===== src/rtl/uart_pkg.sv =====
// Shared UART constants, bit-timing helpers and state encodings for uart_rx / uart_tx.
package uart_pkg;

  localparam int unsigned CLK_FREQ_DEF     = 50_000_000;
  localparam int unsigned BAUD_DEF         = 9600;
  localparam int unsigned CLKS_PER_BIT_DEF = CLK_FREQ_DEF / BAUD_DEF;
  localparam int unsigned HALF_BIT_DEF     = CLKS_PER_BIT_DEF / 2;

  typedef enum logic [2:0] {
    RX_IDLE,
    RX_START,
    RX_DATA,
    RX_STOP,
    RX_WAIT_HIGH
  } rx_state_e;

  typedef enum logic [1:0] {
    TX_IDLE,
    TX_START,
    TX_DATA,
    TX_STOP
  } tx_state_e;

  function automatic int unsigned clks_per_bit(input int unsigned clk_freq,
                                               input int unsigned baud);
    return clk_freq / baud;
  endfunction

  function automatic int unsigned cnt_width(input int unsigned clks);
    return (clks > 1) ? $clog2(clks) : 1;
  endfunction

endpackage


===== src/rtl/uart_sync.sv =====
// Two-flop synchronizer for an asynchronous single-bit input, with selectable reset value.
module uart_sync #(
  parameter logic RESET_VAL = 1'b1
) (
  input  logic clk_i,
  input  logic rst_i,
  input  logic d_i,
  output logic q_o
);

  logic meta_q;
  logic sync_q;

  always_ff @(posedge clk_i) begin
    if (rst_i) begin
      meta_q <= RESET_VAL;
      sync_q <= RESET_VAL;
    end else begin
      meta_q <= d_i;
      sync_q <= meta_q;
    end
  end

  assign q_o = sync_q;

endmodule


===== src/rtl/uart_rx.sv =====
// 8N1 LSB-first UART receiver: mid-bit sampling, frame-error detection, sticky avail/overrun flags.
module uart_rx
  import uart_pkg::*;
#(
  parameter int unsigned CLK_FREQ = CLK_FREQ_DEF,
  parameter int unsigned BAUD     = BAUD_DEF
) (
  input  logic       clk_50M,
  input  logic       reset,
  input  logic       uart_rxd,
  input  logic       read,
  output logic [7:0] rx_data,
  output logic       rx_valid,
  output logic       rx_avail,
  output logic       frame_err,
  output logic       overrun
);

  localparam int unsigned CLKS_PER_BIT = clks_per_bit(CLK_FREQ, BAUD);
  localparam int unsigned HALF_BIT     = CLKS_PER_BIT / 2;
  localparam int unsigned CW           = cnt_width(CLKS_PER_BIT);
  localparam logic [CW-1:0] BIT_END    = CW'(CLKS_PER_BIT - 1);
  localparam logic [CW-1:0] HALF_END   = CW'(HALF_BIT - 1);

  rx_state_e     state_q;
  logic [CW-1:0] cnt_q;
  logic [2:0]    bit_idx_q;
  logic [7:0]    shift_q;
  logic [7:0]    data_q;
  logic          valid_q;
  logic          avail_q;
  logic          ferr_q;
  logic          ovr_q;
  logic          unread_prev_q;
  logic          rxd_s;
  logic          good_byte;

  uart_sync #(.RESET_VAL(1'b1)) u_sync (
    .clk_i (clk_50M),
    .rst_i (reset),
    .d_i   (uart_rxd),
    .q_o   (rxd_s)
  );

  assign good_byte = (state_q == RX_STOP) && (cnt_q == BIT_END) && rxd_s;

  always_ff @(posedge clk_50M) begin
    if (reset) begin
      state_q       <= RX_IDLE;
      cnt_q         <= '0;
      bit_idx_q     <= '0;
      shift_q       <= '0;
      data_q        <= '0;
      valid_q       <= 1'b0;
      avail_q       <= 1'b0;
      ferr_q        <= 1'b0;
      ovr_q         <= 1'b0;
      unread_prev_q <= 1'b0;
    end else begin
      valid_q <= 1'b0;
      ferr_q  <= 1'b0;
      case (state_q)
        RX_IDLE: begin
          cnt_q     <= '0;
          bit_idx_q <= '0;
          if (!rxd_s) state_q <= RX_START;
        end
        RX_START: begin
          if (cnt_q == HALF_END) begin
            cnt_q   <= '0;
            state_q <= rxd_s ? RX_IDLE : RX_DATA;
          end else begin
            cnt_q <= cnt_q + 1'b1;
          end
        end
        RX_DATA: begin
          if (cnt_q == BIT_END) begin
            cnt_q     <= '0;
            shift_q   <= {rxd_s, shift_q[7:1]};
            bit_idx_q <= bit_idx_q + 1'b1;
            if (bit_idx_q == 3'd7) state_q <= RX_STOP;
          end else begin
            cnt_q <= cnt_q + 1'b1;
          end
        end
        RX_STOP: begin
          if (cnt_q == BIT_END) begin
            cnt_q <= '0;
            if (rxd_s) begin
              data_q  <= shift_q;
              valid_q <= 1'b1;
              state_q <= RX_IDLE;
            end else begin
              ferr_q  <= 1'b1;
              state_q <= RX_WAIT_HIGH;
            end
          end else begin
            cnt_q <= cnt_q + 1'b1;
          end
        end
        RX_WAIT_HIGH: begin
          if (rxd_s) state_q <= RX_IDLE;
        end
        default: state_q <= RX_IDLE;
      endcase

      // Overrun is resolved in the rx_valid cycle so a read landing there acknowledges the old byte.
      if (good_byte) begin
        avail_q       <= 1'b1;
        unread_prev_q <= avail_q & ~read;
        if (read) ovr_q <= 1'b0;
      end else if (valid_q) begin
        if (read)               ovr_q <= 1'b0;
        else if (unread_prev_q) ovr_q <= 1'b1;
      end else if (read) begin
        avail_q <= 1'b0;
        ovr_q   <= 1'b0;
      end
    end
  end

  assign rx_data   = data_q;
  assign rx_valid  = valid_q;
  assign rx_avail  = avail_q;
  assign frame_err = ferr_q;
  assign overrun   = ovr_q;

endmodule


===== config.mk =====
export PLATFORM = sky130hd
export DESIGN_NAME = uart_rx
export DESIGN_NICKNAME = d
export VERILOG_FILES = /design/src/rtl/uart_pkg.sv /design/src/rtl/uart_sync.sv /design/src/rtl/uart_rx.sv
export SDC_FILE = /design/constraint.sdc
export NUM_CORES = 1
export LEC_CHECK = 0
export CAP_MARGIN = 20
export CORE_ASPECT_RATIO = 0.7
export CORE_MARGIN = 2
export CORE_UTILIZATION = 55
export CTS_CLUSTER_DIAMETER = 120
export DETAILED_ROUTE_END_ITERATION = 8
export GPL_ROUTABILITY_DRIVEN = 0
export PLACE_DENSITY = 0.77
export REMOVE_ABC_BUFFERS = 1
export SLEW_MARGIN = 10
export SYNTH_ARGS = -nofsm -noshare
export SYNTH_HDL_FRONTEND = slang
export SYNTH_SLANG_ARGS = --single-unit
export TNS_END_PERCENT = 10

===== constraint.sdc =====
create_clock -name clk_50M -period 2.85 [get_ports clk_50M]
set_input_delay 0.285 -clock clk_50M [delete_from_list [all_inputs] [get_ports clk_50M]]
set_output_delay 0.285 -clock clk_50M [all_outputs]
set_load 0.02 [all_outputs]

==> impl_metrics.py, run 1 <==
metrics = {
    "status": {
        "status": "finished, final reports clean",
    },
    "worst_setup_path": {
        "start_kind": "flip-flop",
        "arrival_ps": 2730,
        "critical_path_class": "reg -> reg",
        "endpoint_kind": "flip-flop",
        "path_max_fanout": 11,
        "cp.required_ps": 3020,
    },
    "layout": {
        "layout_common_cells": "dfxtp_1 (42), nand2_1 (29), nor2_1 (26), clkdlybuf4s50_1 (15), a21oi_1 (13)",
        "final_common_cell": "dfxtp_1",
        "area_growth_syn_to_layout_pct": 13.2,
        "drive_above_1_share": 0.100,
        "postLayoutCellArea_um2": 2020,
        "fin_nets": 215,
        "diodes": 0,
    },
    "clocking": {
        "cts_buffer_depth": 2,
        "cts_hold_buf": 0,
        "post_cts_resized": 0,
        "insertion_delay_ps": 290,
        "cts_tree": "done",
        "cts_sinks": 42,
        "htree_levels": 2,
        "cts_root_buf": "clkbuf_8",
        "path_clk_slew_ps": 80,
        "cts_setup_buffers": 0,
        "numCtsBuffers": 5,
    },
    "detailed_routing": {
        "wl_per_cell_um": 13.2,
        "vias_per_cell": 5.36,
        "drt-initial-drc-count": 77,
        "num_vias": 1324,
        "drc": 0,
        "drt_wl_total_um": 3250,
        "drtAntennaViolNets": 0,
        "first_pass_iters": 4,
    },
    "floorplan": {
        "dieArea_um2": 3730,
        "start_util": 0.572,
        "io_pins": 16,
        "core_area_um2": 3130,
        "die_y_um": 51.7,
        "dieWidth_um": 72.1,
        "rows": 17,
    },
    "timing": {
        "fin_skew_ps": 7.74,
        "finalCriticalPeriod_ps": 2550,
        "timing.setup.tns_ps": 0,
        "timing.fmax_mhz": 392,
        "finalCritPeriodShare": 0.896,
        "finalHoldViolations": 0,
        "worstMarginPinSlew_ps": 576,
        "finalSetupViolations": 0,
        "slew_violations": 0,
        "rsz0062_at_grt": "false",
        "relSlewSlack": 0.615,
    },
    "global_routing": {
        "grt_max_degree": 23,
        "antenna_found_initial": 0,
        "grt_pass1_vias": 1285,
        "grt.total_usage": 0.210,
        "grt_pass1_wl_um": 5970,
        "grt_overflow": 0,
    },
    "power_and_ir_drop": {
        "power.density_nw_per_um2": 493,
        "ir_drop_mv": 0.303,
        "p_leak_nw": 0.659,
    },
    "synthesis": {
        "synthArstFlopShare": 0,
        "synthAdderAreaFrac": 0.0210,
        "yosys_warnings": 0,
        "synth_top_flop_cell": "dfxtp_1",
        "syn_inst": 193,
        "ys_seq_area_frac": 0.470,
        "synth_compound_area_frac": 0.0987,
        "synth-xor-area-share": 0.0490,
        "ys_ff_latch": 42,
        "synth_edf_count": 0,
        "avgSynthCellArea_um2": 9.26,
        "ys_types": 42,
        "synthMuxAreaShare": 0.0504,
        "synth_top_family_by_area": "simple AND/OR/NAND/NOR gates",
        "synth_area_um2": 1790,
        "synthSimpleGateAreaFrac": 0.268,
    },
    "run": {
        "max-cap-violations": 0,
    },
    "placement": {
        "placed_area_um2": 1930,
        "portBuffers": 15,
        "hpwlAfterDp_um": 2360,
    },
    "worst_hold_path": {
        "hold_path.class": "reg -> reg",
    },
}
-- through the flow --
step                setup WS, ps  power (W)  utilization  hold WS, ps  cells
floorplan                    538   0.000610            -          345    185
global placement             407   0.000623        0.618          399    239
detailed placement           310   0.000624        0.618          406    239
CTS                          294    0.00101        0.647          424    247
global route                73.5    0.00104        0.647          451    247
finish                       297   0.000997        0.647          419    247
-- cell type report --
type / instances / area [um2]
clock buffer: 7 / 86.3
fill: 250 / 1100
timing repair buffer: 16 / 158
inverter: 4 / 15.0
multi-input combinational: 139 / 871
tap: 38 / 47.5
clock inverter: 1 / 5.00
sequential: 42 / 841
-- per-layer routing --
metal | routed length (um) | GRT usage
met1 | 1630 | 0.290
met2 | 1410 | 0.312
met3 | 173 | 0.0581
met4 | 36 | 0.0786
met5 | 0 | 0
-- critical path: stages, from the launching register on --
cell,delay (ps)
dfxtp_1,390
ha_1,240
or3b_1,380
or4_4,590
nor3_4,530
mux2i_1,260
nor2_1,50
-- cell families after synthesis --
family / count (synthesis)
adders and majority gates: 3
AOI/OAI and AO/OA: 27
buffers and inverters: 12
and+or+nand+nor: 90
xor gates and xnor gates: 10
muxes: 9
DFF: 42
-- synth_stat cells (3+ instances only) --
library cell  number  area [um2]
buf_6              3        33.8
nor2_1            26        97.6
a21oi_1           13        65.1
nand4_1            3        18.8
inv_1              4        15.0
nand2_1           29         109
nand3b_1           3        22.5
o21ai_0            3        15.0
dfxtp_1           42         841
mux2i_1            9        90.1
ha_1               3        37.5
xnor2_1            4        35.0
xor2_1             6        52.6
a22oi_1            3        22.5
nor3_1             5        25.0
-- state kept, by name, summed over array words and instances (netlist names) --
signal	cells
frame_err	1
rx_data	8
overrun	1
bit_idx_q	3
rx_avail	1
u_sync.meta_q	1
rx_valid	1
cnt_q	13
shift_q	8
u_sync.q_o	1
unread_prev_q	1
state_q	3
-- power by group --
| group | leakage (nW) | internal [W] | switching (W) | total, W |
|---|---|---|---|---|
| Combinational | 0.272 | 0.00000765 | 0.0000117 | 0.0000193 |
| Clock | 0.0482 | 0.000195 | 0.000191 | 0.000386 |
| Sequential | 0.339 | 0.000588 | 0.00000259 | 0.000591 |
| Total | 0.659 | 0.000791 | 0.000205 | 0.000997 |
-- final timing paths --
check                                               from                       to  slack, ps  cells after the start
worst max-delay path               cnt_q[0]$_SDFFE_PP0P_  shift_q[2]$_SDFFE_PP0P_        300                      6
worst min-delay path            u_sync.meta_q$_SDFF_PP1_    u_sync.q_o$_SDFF_PP1_        420                      1
worst max register to register     cnt_q[0]$_SDFFE_PP0P_  shift_q[2]$_SDFFE_PP0P_        300                      6
worst min register to register  u_sync.meta_q$_SDFF_PP1_    u_sync.q_o$_SDFF_PP1_        420                      1
No activity file was read; power rests on OpenSTA's default activity.
==> inputs of run 2 (changes only) <==
--- a/config.mk
+++ b/config.mk
@@ -5,6 +5,7 @@
 export SDC_FILE = /design/constraint.sdc
 export NUM_CORES = 1
 export LEC_CHECK = 0
+export ABC_AREA = 1
 export CAP_MARGIN = 20
 export CORE_ASPECT_RATIO = 0.7
 export CORE_MARGIN = 2
@@ -12,7 +13,7 @@
 export CTS_CLUSTER_DIAMETER = 120
 export DETAILED_ROUTE_END_ITERATION = 8
 export GPL_ROUTABILITY_DRIVEN = 0
-export PLACE_DENSITY = 0.77
+export PLACE_DENSITY = 0.76
 export REMOVE_ABC_BUFFERS = 1
 export SLEW_MARGIN = 10
 export SYNTH_ARGS = -nofsm -noshare
==> run 2 against run 1 <==
Global-route usage up 0.87 points. Critical path type unchanged. Critical endpoint is now rx_data[4]$_SDFFE_PP0P_. Critical path depth unchanged. Worst setup slack better by 680 ps. Register-to-register slack better by 680 ps. Combinational power rose to 9.0 times the previous value. Highest routed layer unchanged.
==> impl_metrics.py, run 2 <==
metrics = {
    "floorplan": {
        "start_util": 0.586,
        "dieArea_um2": 4360,
        "core_area_um2": 3600,
        "dieWidth_um": 78.0,
        "die_y_um": 55.8,
        "rows": 18,
        "io_pins": 16,
    },
    "worst_hold_path": {
        "hold_path.class": "reg -> reg",
        "hold_start": "u_sync.meta_q$_SDFF_PP1_",
    },
    "layout": {
        "drive_above_1_share": 0.123,
        "layout_common_cells": "nand2_1 (49), dfxtp_1 (42), inv_1 (39), nor2_1 (35), nand3_1 (24)",
        "fin_nets": 309,
        "largest_reg_flops": 13,
        "diodes": 0,
        "final_common_cell": "nand2_1",
        "area_growth_syn_to_layout_pct": 11.9,
        "largest-register": "cnt_q",
        "stdcell_count": 352,
    },
    "synthesis": {
        "yosysMostFrequentCell": "nand2_1",
        "synthArstFlopShare": 0,
        "yosys_warnings": 0,
        "synth_edf_count": 0,
        "ys_types": 28,
        "ys_ff_latch": 42,
        "synth_top_flop_cell": "dfxtp_1",
        "avgSynthCellArea_um2": 7.35,
        "ys_seq_area_frac": 0.398,
        "synth_top_area_cell": "dfxtp_1",
        "yosys-top-cells-area": "dfxtp_1 (40%), nand2_1 (8.7%), inv_1 (6.9%)",
        "synth_top_area_frac": 0.398,
        "synth_area_um2": 2110,
        "syn_inst": 287,
        "ys_top_cells_by_count": "nand2_1 (49), dfxtp_1 (42), inv_1 (39)",
    },
    "detailed_routing": {
        "wl_per_cell_um": 12.6,
        "drt-initial-drc-count": 161,
        "drt_wl_total_um": 4420,
        "first_pass_iters": 5,
        "num_vias": 1855,
        "drc": 0,
        "drtAntennaViolNets": 0,
        "vias_per_cell": 5.27,
    },
    "worst_setup_path": {
        "endpoint_kind": "flip-flop",
        "cp_top_family": "simple AND/OR/NAND/NOR gates",
        "arrival_ps": 2040,
        "critical_path_class": "reg -> reg",
        "cp-startpoint": "state_q[2]$_SDFFE_PP0P_",
        "reg2reg_from": "state_q[2]$_SDFFE_PP0P_",
        "crit_buf_inv": 1,
        "start_kind": "flip-flop",
        "crit_chain": "inv_2 -> nand3_1 -> nor2_4 -> nand2_2 -> nand2_1 -> nor3b_2",
        "cp.required_ps": 3020,
        "path_max_fanout": 21,
        "crit_path_max_incr_delay_ps": 670,
        "critPathSlowestCell": "dfxtp_1",
    },
    "status": {
        "status": "finished, final reports clean",
    },
    "clocking": {
        "insertion_delay_ps": 290,
        "post_cts_resized": 0,
        "cts_tree": "done",
        "path_clk_slew_ps": 80,
        "cts_root_buf": "clkbuf_8",
        "htree_levels": 2,
        "numCtsBuffers": 5,
        "cts_buffer_depth": 2,
        "cts_setup_buffers": 0,
        "cts_hold_buf": 0,
        "cts_sinks": 42,
    },
    "placement": {
        "post-place-cells": 345,
        "hpwlAfterDp_um": 3220,
        "portBuffers": 15,
    },
    "power_and_ir_drop": {
        "power.density_nw_per_um2": 491,
        "ir_drop_mv": 0.253,
        "p_leak_nw": 1.07,
    },
    "timing": {
        "slew_violations": 0,
        "finalHoldViolations": 0,
        "fin_skew_ps": 5.28,
        "timing.setup.tns_ps": 0,
        "relSlewSlack": 0.585,
        "finalCritPeriodShare": 0.657,
        "finalCriticalPeriod_ps": 1870,
        "rsz0062_at_grt": "false",
        "finalSetupViolations": 0,
        "timing.fmax_mhz": 534,
        "holdWs_ps": 416,
        "worstMarginPinSlew_ps": 618,
    },
    "global_routing": {
        "busiest_layer": "met1",
        "antenna_found_initial": 0,
        "use_met3": 0.0568,
        "grt_pass1_wl_um": 7670,
        "grt_pass1_vias": 1643,
        "use_met2": 0.300,
        "grt_max_degree": 25,
        "grt_use_met1": 0.336,
        "grt.total_usage": 0.218,
        "grt_overflow": 0,
    },
    "run": {
        "max-cap-violations": 0,
    },
}
run 2: worst paths after layout:
check | cells after the start | endpoint | slack [ps]
worst max-delay path | 6 | rx_data[4]$_SDFFE_PP0P_ | 980
worst min-delay path | 1 | u_sync.q_o$_SDFF_PP1_ | 420
worst max register to register | 6 | rx_data[4]$_SDFFE_PP0P_ | 980
worst min register to register | 1 | u_sync.q_o$_SDFF_PP1_ | 420
run 2: logic make-up (layout without fill, tap and decap cells):
| family | Yosys count | count (layout) | synth area share |
|---|---|---|---|
| AOI/OAI and AO/OA | 29 | 29 | 0.0759 |
| buffers and inverters | 52 | 67 | 0.101 |
| adders and majority gates | 3 | 3 | 0.0178 |
| xor gates and xnor gates | 3 | 3 | 0.0125 |
| and+or+nand+nor | 158 | 158 | 0.394 |
| DFF | 42 | 42 | 0.398 |
run 2: per-layer routing:
metal	part of all wire	routed length, um
met1	0.51	2240
met2	0.41	1800
met3	0.078	347
met4	0.0081	36
met5	0	0
run 2: cell type report:
type                    count  area (um2)
clock buffers               5        68.8
clock inverters             2        10.0
fillers                   330        1240
inverters                  44         165
multi-input cells         193        1060
flip-flops and latches     42         841
well taps                  50        62.6
repair buffers             16         158
run 2: power by group:
part           internal [W]  switching [W]
Clock              0.000165       0.000195
Sequential         0.000603      0.0000219
Combinational     0.0000551       0.000119
run 2: through the flow:
step	setup WS, ps	cell area, um2	power (W)	util
final	978	2360	0.00116	0.655
after global routing	808	2360	0.00121	0.655
after CTS	1010	2360	0.00116	0.655
after detailed placement	1030	2280	0.000808	0.633
after global placement	1080	2280	0.000806	0.633
after floorplan	1320	2060	0.000756	-
run 2: worst register-to-register path: stages, from the launching register on:
cell     delay (ps)
dfxtp_1         670
inv_2           230
nand3_1         230
nor2_4           70
nand2_2         290
nand2_1          90
nor3b_2         170
